<file path="config.mk">
export PLATFORM = sky130hd
export DESIGN_NAME = traffic_light_nway
export DESIGN_NICKNAME = d
export VERILOG_FILES = /design/src/rtl/traffic_pkg.sv /design/src/rtl/rr_pick.sv /design/src/rtl/traffic_light_nway.sv
export SDC_FILE = /design/constraint.sdc
export NUM_CORES = 1
export LEC_CHECK = 0
export CAP_MARGIN = 10
export CORE_UTILIZATION = 28
export CTS_BUF_LIST = sky130_fd_sc_hd__clkbuf_4 sky130_fd_sc_hd__clkbuf_8 sky130_fd_sc_hd__clkbuf_16
export CTS_CLUSTER_DIAMETER = 60
export DETAILED_ROUTE_END_ITERATION = 12
export PLACE_DENSITY = 0.56
export SKIP_CTS_REPAIR_TIMING = 1
export SLEW_MARGIN = 30
export SYNTH_ARGS = -nofsm -noshare
export SYNTH_HDL_FRONTEND = slang
export SYNTH_SLANG_ARGS = --single-unit
</file>
<file path="constraint.sdc">
create_clock -name clk -period 2.7 [get_ports clk]
set_clock_uncertainty 0.05 [all_clocks]
set_input_delay 0.54 -clock clk [delete_from_list [all_inputs] [get_ports clk]]
set_output_delay 0.54 -clock clk [all_outputs]
set_load 0.03 [all_outputs]
</file>
<file path="src/rtl/traffic_pkg.sv">
// Shared state encoding, lamp decode and default timing for the
// N-way traffic-light controller and its helpers.
package traffic_pkg;

  typedef enum logic [1:0] {
    ST_ALLRED = 2'd0,
    ST_GREEN  = 2'd1,
    ST_YELLOW = 2'd2
  } state_t;

  // Lamp triple {red, yellow, green} shown on the active approach
  localparam logic [2:0] LAMP_R = 3'b100;
  localparam logic [2:0] LAMP_Y = 3'b010;
  localparam logic [2:0] LAMP_G = 3'b001;

  localparam int DEF_N_WAYS    = 4;
  localparam int DEF_GREEN_MIN = 4;
  localparam int DEF_GREEN_MAX = 12;
  localparam int DEF_YELLOW_T  = 2;
  localparam int DEF_ALLRED_T  = 1;

  function automatic logic [2:0] lamp_of(state_t s);
    logic [2:0] l;
    unique case (s)
      ST_GREEN:  l = LAMP_G;
      ST_YELLOW: l = LAMP_Y;
      default:   l = LAMP_R;
    endcase
    return l;
  endfunction

  function automatic int max3(int a, int b, int c);
    int m;
    m = (a > b) ? a : b;
    return (m > c) ? m : c;
  endfunction

endpackage

</file>
<file path="src/rtl/rr_pick.sv">
// Combinational round-robin selector: first set request at or after
// start, wrapping modulo N_WAYS.
module rr_pick #(
  parameter int N_WAYS = 4,
  parameter int IW     = $clog2(N_WAYS)
) (
  input  logic [N_WAYS-1:0] req,
  input  logic [IW-1:0]     start,
  output logic [IW-1:0]     idx,
  output logic              found
);

  // Walk from the far end so the nearest match is written last
  always_comb begin
    idx   = start;
    found = 1'b0;
    for (int k = N_WAYS - 1; k >= 0; k--) begin
      if (req[(int'(start) + k) % N_WAYS]) begin
        found = 1'b1;
        idx   = IW'((int'(start) + k) % N_WAYS);
      end
    end
  end

endmodule

</file>
<file path="src/rtl/traffic_light_nway.sv">
// N-approach traffic-light controller: round-robin service with
// bounded green time, fixed yellow/all-red clearance and preemption.
module traffic_light_nway
  import traffic_pkg::*;
#(
  parameter int N_WAYS    = DEF_N_WAYS,
  parameter int GREEN_MIN = DEF_GREEN_MIN,
  parameter int GREEN_MAX = DEF_GREEN_MAX,
  parameter int YELLOW_T  = DEF_YELLOW_T,
  parameter int ALLRED_T  = DEF_ALLRED_T
) (
  input  logic                      clk,
  input  logic                      rst,
  input  logic [N_WAYS-1:0]         sense,
  input  logic                      preempt,
  input  logic [$clog2(N_WAYS)-1:0] preempt_idx,
  output logic [N_WAYS-1:0]         red,
  output logic [N_WAYS-1:0]         yellow,
  output logic [N_WAYS-1:0]         green,
  output logic [$clog2(N_WAYS)-1:0] active
);

  localparam int IW = $clog2(N_WAYS);
  localparam int TW =
    $clog2(max3(GREEN_MAX, YELLOW_T, ALLRED_T) + 1);

  localparam logic [TW-1:0] T_ONE = TW'(1);
  localparam logic [TW-1:0] T_MIN = TW'(GREEN_MIN);
  localparam logic [TW-1:0] T_MAX = TW'(GREEN_MAX);
  localparam logic [TW-1:0] T_Y   = TW'(YELLOW_T);
  localparam logic [TW-1:0] T_AR  = TW'(ALLRED_T);
  localparam logic [IW-1:0] LAST  = IW'(N_WAYS - 1);

  if (N_WAYS < 2 || N_WAYS > 16) begin : g_bad_n
    $error("traffic_light_nway: N_WAYS must be 2..16");
  end
  if (GREEN_MIN < 1 || GREEN_MAX < GREEN_MIN) begin : g_bad_g
    $error("traffic_light_nway: need 1 <= GREEN_MIN <= GREEN_MAX");
  end
  if (YELLOW_T < 1 || ALLRED_T < 1) begin : g_bad_c
    $error("traffic_light_nway: YELLOW_T and ALLRED_T must be >= 1");
  end

  state_t            r_state;
  state_t            w_nstate;
  logic [IW-1:0]     r_cur;
  logic [IW-1:0]     w_ncur;
  logic [IW-1:0]     w_start;
  logic [IW-1:0]     w_pick;
  logic              w_found;
  logic [TW-1:0]     r_timer;
  logic [TW-1:0]     w_ntimer;
  logic [N_WAYS-1:0] w_cur_oh;
  logic [N_WAYS-1:0] w_ncur_oh;
  logic [N_WAYS-1:0] r_red;
  logic [N_WAYS-1:0] r_yel;
  logic [N_WAYS-1:0] r_grn;
  logic [2:0]        w_lamp;
  logic              w_pv;
  logic              w_hold;
  logic              w_other;
  logic              w_leave;

  // Out-of-range preemption targets are treated as no request
  assign w_pv     = preempt &&
                    ({1'b0, preempt_idx} < (IW+1)'(N_WAYS));
  assign w_hold   = w_pv && (preempt_idx == r_cur);
  assign w_cur_oh = N_WAYS'(1) << r_cur;
  assign w_other  = |(sense & ~w_cur_oh);
  assign w_start  = (r_cur == LAST) ? '0 : r_cur + 1'b1;

  assign w_leave =
    (w_pv && !w_hold) ||
    (!w_hold && w_other &&
     ((r_timer >= T_MIN && !sense[r_cur]) ||
      r_timer >= T_MAX));

  rr_pick #(
    .N_WAYS (N_WAYS),
    .IW     (IW)
  ) u_pick (
    .req   (sense),
    .start (w_start),
    .idx   (w_pick),
    .found (w_found)
  );

  always_comb begin
    w_nstate = r_state;
    w_ncur   = r_cur;
    w_ntimer = r_timer + 1'b1;
    unique case (r_state)
      ST_ALLRED: begin
        if (r_timer >= T_AR) begin
          w_nstate = ST_GREEN;
          w_ntimer = T_ONE;
          if (w_pv)         w_ncur = preempt_idx;
          else if (w_found) w_ncur = w_pick;
        end
      end
      ST_GREEN: begin
        if (w_leave) begin
          w_nstate = ST_YELLOW;
          w_ntimer = T_ONE;
        end else if (r_timer >= T_MAX) begin
          w_ntimer = r_timer;
        end
      end
      ST_YELLOW: begin
        if (r_timer >= T_Y) begin
          w_nstate = ST_ALLRED;
          w_ntimer = T_ONE;
        end
      end
      default: begin
        w_nstate = ST_ALLRED;
        w_ntimer = T_ONE;
      end
    endcase
  end

  assign w_lamp    = lamp_of(w_nstate);
  assign w_ncur_oh = N_WAYS'(1) << w_ncur;

  // Lamps are registered alongside the state they decode
  always_ff @(posedge clk or posedge rst) begin
    if (rst) begin
      r_state <= ST_ALLRED;
      r_cur   <= LAST;
      r_timer <= T_ONE;
      r_red   <= '1;
      r_yel   <= '0;
      r_grn   <= '0;
    end else begin
      r_state <= w_nstate;
      r_cur   <= w_ncur;
      r_timer <= w_ntimer;
      r_red   <= w_lamp[2] ? '1 : ~w_ncur_oh;
      r_yel   <= w_lamp[1] ? w_ncur_oh : '0;
      r_grn   <= w_lamp[0] ? w_ncur_oh : '0;
    end
  end

  assign red    = r_red;
  assign yellow = r_yel;
  assign green  = r_grn;
  assign active = r_cur;

endmodule

</file>
==> results.cfg <==
[outcome]
status = complete, but fails checks
violations = DRC

[grt]
grt_usage_pct = 13.8
grt_use_met3_pct = 2.71
antenna_found_initial = 0
gr-usage-met2_pct = 23.6
grt_busiest_layer = met2
grt_max_degree = 21
grt_pass1_wl_um = 5460
grt_pass1_vias = 1197
use_met1_pct = 16.7
overflow = 0

[clock_network]
cts.sinks = 20
cts_inserted_buffers = 3
clkTransAtPathRegs_ns = 0.07
cts.htree.levels = 1
clockBufferDepth = 2
cts_tree = built
clk_latency_ns = 0.25
root_buffer = clkbuf_8

[layout]
area_delta_synth_final_pct = 30.3
final_cell_area_um2 = 1720
layout_common_cells = clkdlybuf4s50_1, dfrtp_1, inv_1
instances_no_fill = 223
drive_above_1_share_pct = 21.6
fin_util_pct = 38.6
fin_nets = 189
diodes = 0
final_common_cell = clkdlybuf4s50_1

[die]
start_util_pct = 29.6
io_pins = 23
die_w_um = 70.6
rows = 24
core_area_um2 = 4440
die-area_um2 = 4980
dieHeight_um = 70.6

[timing]
slew_violations = 0
fin_crit_ns = 2.50
min_period_over_period_pct = 92.6
finalHoldViolCount = 0
rsz0062_at_grt = no
setup_ws_ns = 0.201
tightest_slew_ns = 0.741
setup_viol = 0
max-slew-margin-rel_pct = 50.6
max_clock_freq_ghz = 0.400

[power]
vdd_drop_max_v = 0.000421
power.density_nw_per_um2 = 1160
seqPwrFrac_pct = 25.7
power_leakage_nw = 0.744
internal_power_mw = 1.09
switching_share_pct = 45.4
pwr-share-clk_pct = 11.1
switchingPower_mw = 0.905
comb_power_share_pct = 63.1

[setup_path]
required_ns = 2.82
cp_top_family = buffers and inverters
endpoint_kind = register
worstPathCellList = clkdlybuf4s50_1 -> mux4_2 -> a21oi_1 -> or2_2 -> nand2b_1 -> o21ai_0 -> ha_1 -> nor2b_1 -> nand3_1
critPathLaunchType = input pin
critPathKind = in -> reg
crit_path_max_fanout = 5
arrival_ns = 2.62
crit_buf_inv = 1
critPathSlowestCell = clkdlybuf4s50_1
cp_slowest_stage_delay_ns = 0.50

[placement]
post-place-cells = 219
pre_cts_slack_ns = -0.0820
placed_area_um2 = 1660
gp_congestion = 0.829
portBuffers = 22
dp_hpwl_um = 2520

[drt]
vias = 1152
vias_per_cell = 5.17
drt_iter0_markers = 40
wire_per_inst_um = 14.3
remaining_drc_errors = 4
wirelength_um = 3190
ant_nets = 0
firstDrtPassIters = 8

[synthesis]
synthTopCellsByArea = dfrtp_1, dfstp_2, ha_1, a21oi_1, o21ai_0
synth_compound_area_share_pct = 20.3
syn_inst = 138
synth_top_cell_by_area = dfrtp_1
avgSynthCellArea_um2 = 9.55
synth_xor_area_share_pct = 1.33
synth_top_family_by_area = simple AND/OR/NAND/NOR gates
async_flop_share_pct = 100
seq_area_frac_synth_pct = 38.7
muxShareOfSynthArea_pct = 5.32
yosys_warnings = 0
yosys.area_share.simple_pct = 21.4
yosysTopAreaCellShare_pct = 24.7
synth_cell_types = 47
yosys_register_bits = 20
synth_edf_count = 0
synth_nets = 155
synthAdderAreaFrac_pct = 7.60
synth_ff_type = dfrtp_1
synth_area_um2 = 1320

[flow_run]
cap_viol_max_count = 0

[min_path]
min_path_type = reg -> reg
## cell usage after synthesis, types with 3 or more instances
| master | count |
|---|---|
| dfrtp_1 | 13 |
| ha_1 | 8 |
| o21ai_0 | 9 |
| dfstp_2 | 7 |
| nor3_2 | 4 |
| nand3_1 | 8 |
| o21ai_1 | 3 |
| nand3b_1 | 4 |
| a21oi_1 | 10 |
| inv_1 | 12 |
| nand2_1 | 8 |
| nor2_1 | 8 |
| nor2b_1 | 3 |
## worst reg2reg max path: stages, from the launching register on
cell and delay, ns:
dfstp_2 0.64, ha_1 0.25, mux2_4 0.31, nand4_1 0.08, o311ai_1 0.15, or3_1 0.41, and3_1 0.31, nor3_2 0.21
## layout make-up
cell class	instances	area (um^2)
repair buffers	33	303
multi-input cells	102	739
well taps	52	65.1
flip-flops and latches	20	509
inverters	12	45.0
clock buffers	4	55.1
fillers	453	2730
## through the flow
step / TNS, ns / hold WS [ns] / power (mW)
final: 0 / 0.485 / 2.00
after global routing: 0 / 0.503 / 2.15
after CTS: 0 / 0.486 / 1.99
after detailed placement: -0.373 / 0.478 / 1.76
after global placement: -0.143 / 0.470 / 1.71
after floorplan: 0 / 0.447 / 1.37
## state kept, by name, summed over array words and instances (netlist names)
name     count
green        4
r_timer      4
red          4
yellow       4
active       2
r_state      2
## layer usage
metal  wire length, um  part of all wire [%]
met1              1440                    45
met2              1600                    50
met3               109                   3.4
met4                41                   1.3
met5                 0                     0
## final timing paths
kind / slack [ns] / start / cells after the start / to
setup / recovery: 0.20 / sense[1] / 9 / red[3]$_DFF_PP1_
hold / removal: 0.48 / r_timer[0]$_DFFE_PP1P_ / 2 / r_timer[0]$_DFFE_PP1P_
setup reg to reg: 0.22 / active[0]$_DFF_PP1_ / 7 / green[1]$_DFF_PP0_
hold reg to reg: 0.48 / r_timer[0]$_DFFE_PP1P_ / 2 / r_timer[0]$_DFFE_PP1P_
max in group asynchronous: 1.47 / rst / 2 / r_timer[3]$_DFFE_PP0P_
min in group asynchronous: 0.66 / rst / 2 / yellow[0]$_DFF_PP0_
## kinds of logic after synthesis
| logic type | count (synthesis) |
|---|---|
| fa+ha+maj | 8 |
| compound gates | 39 |
| buf+inv | 16 |
| flops | 20 |
| xor+xnor | 2 |
| simple gates | 48 |
| mux | 5 |
## power by group through the flow
stage,combinational [mW],sequential [mW],clock (mW)
after floorplan,0.766,0.603,0
after global placement,1.20,0.513,0
after detailed placement,1.24,0.518,0
after CTS,1.25,0.514,0.228
after global routing,1.38,0.527,0.245
final,1.26,0.514,0.222
Note: power is estimated with default switching activity, not from simulation.
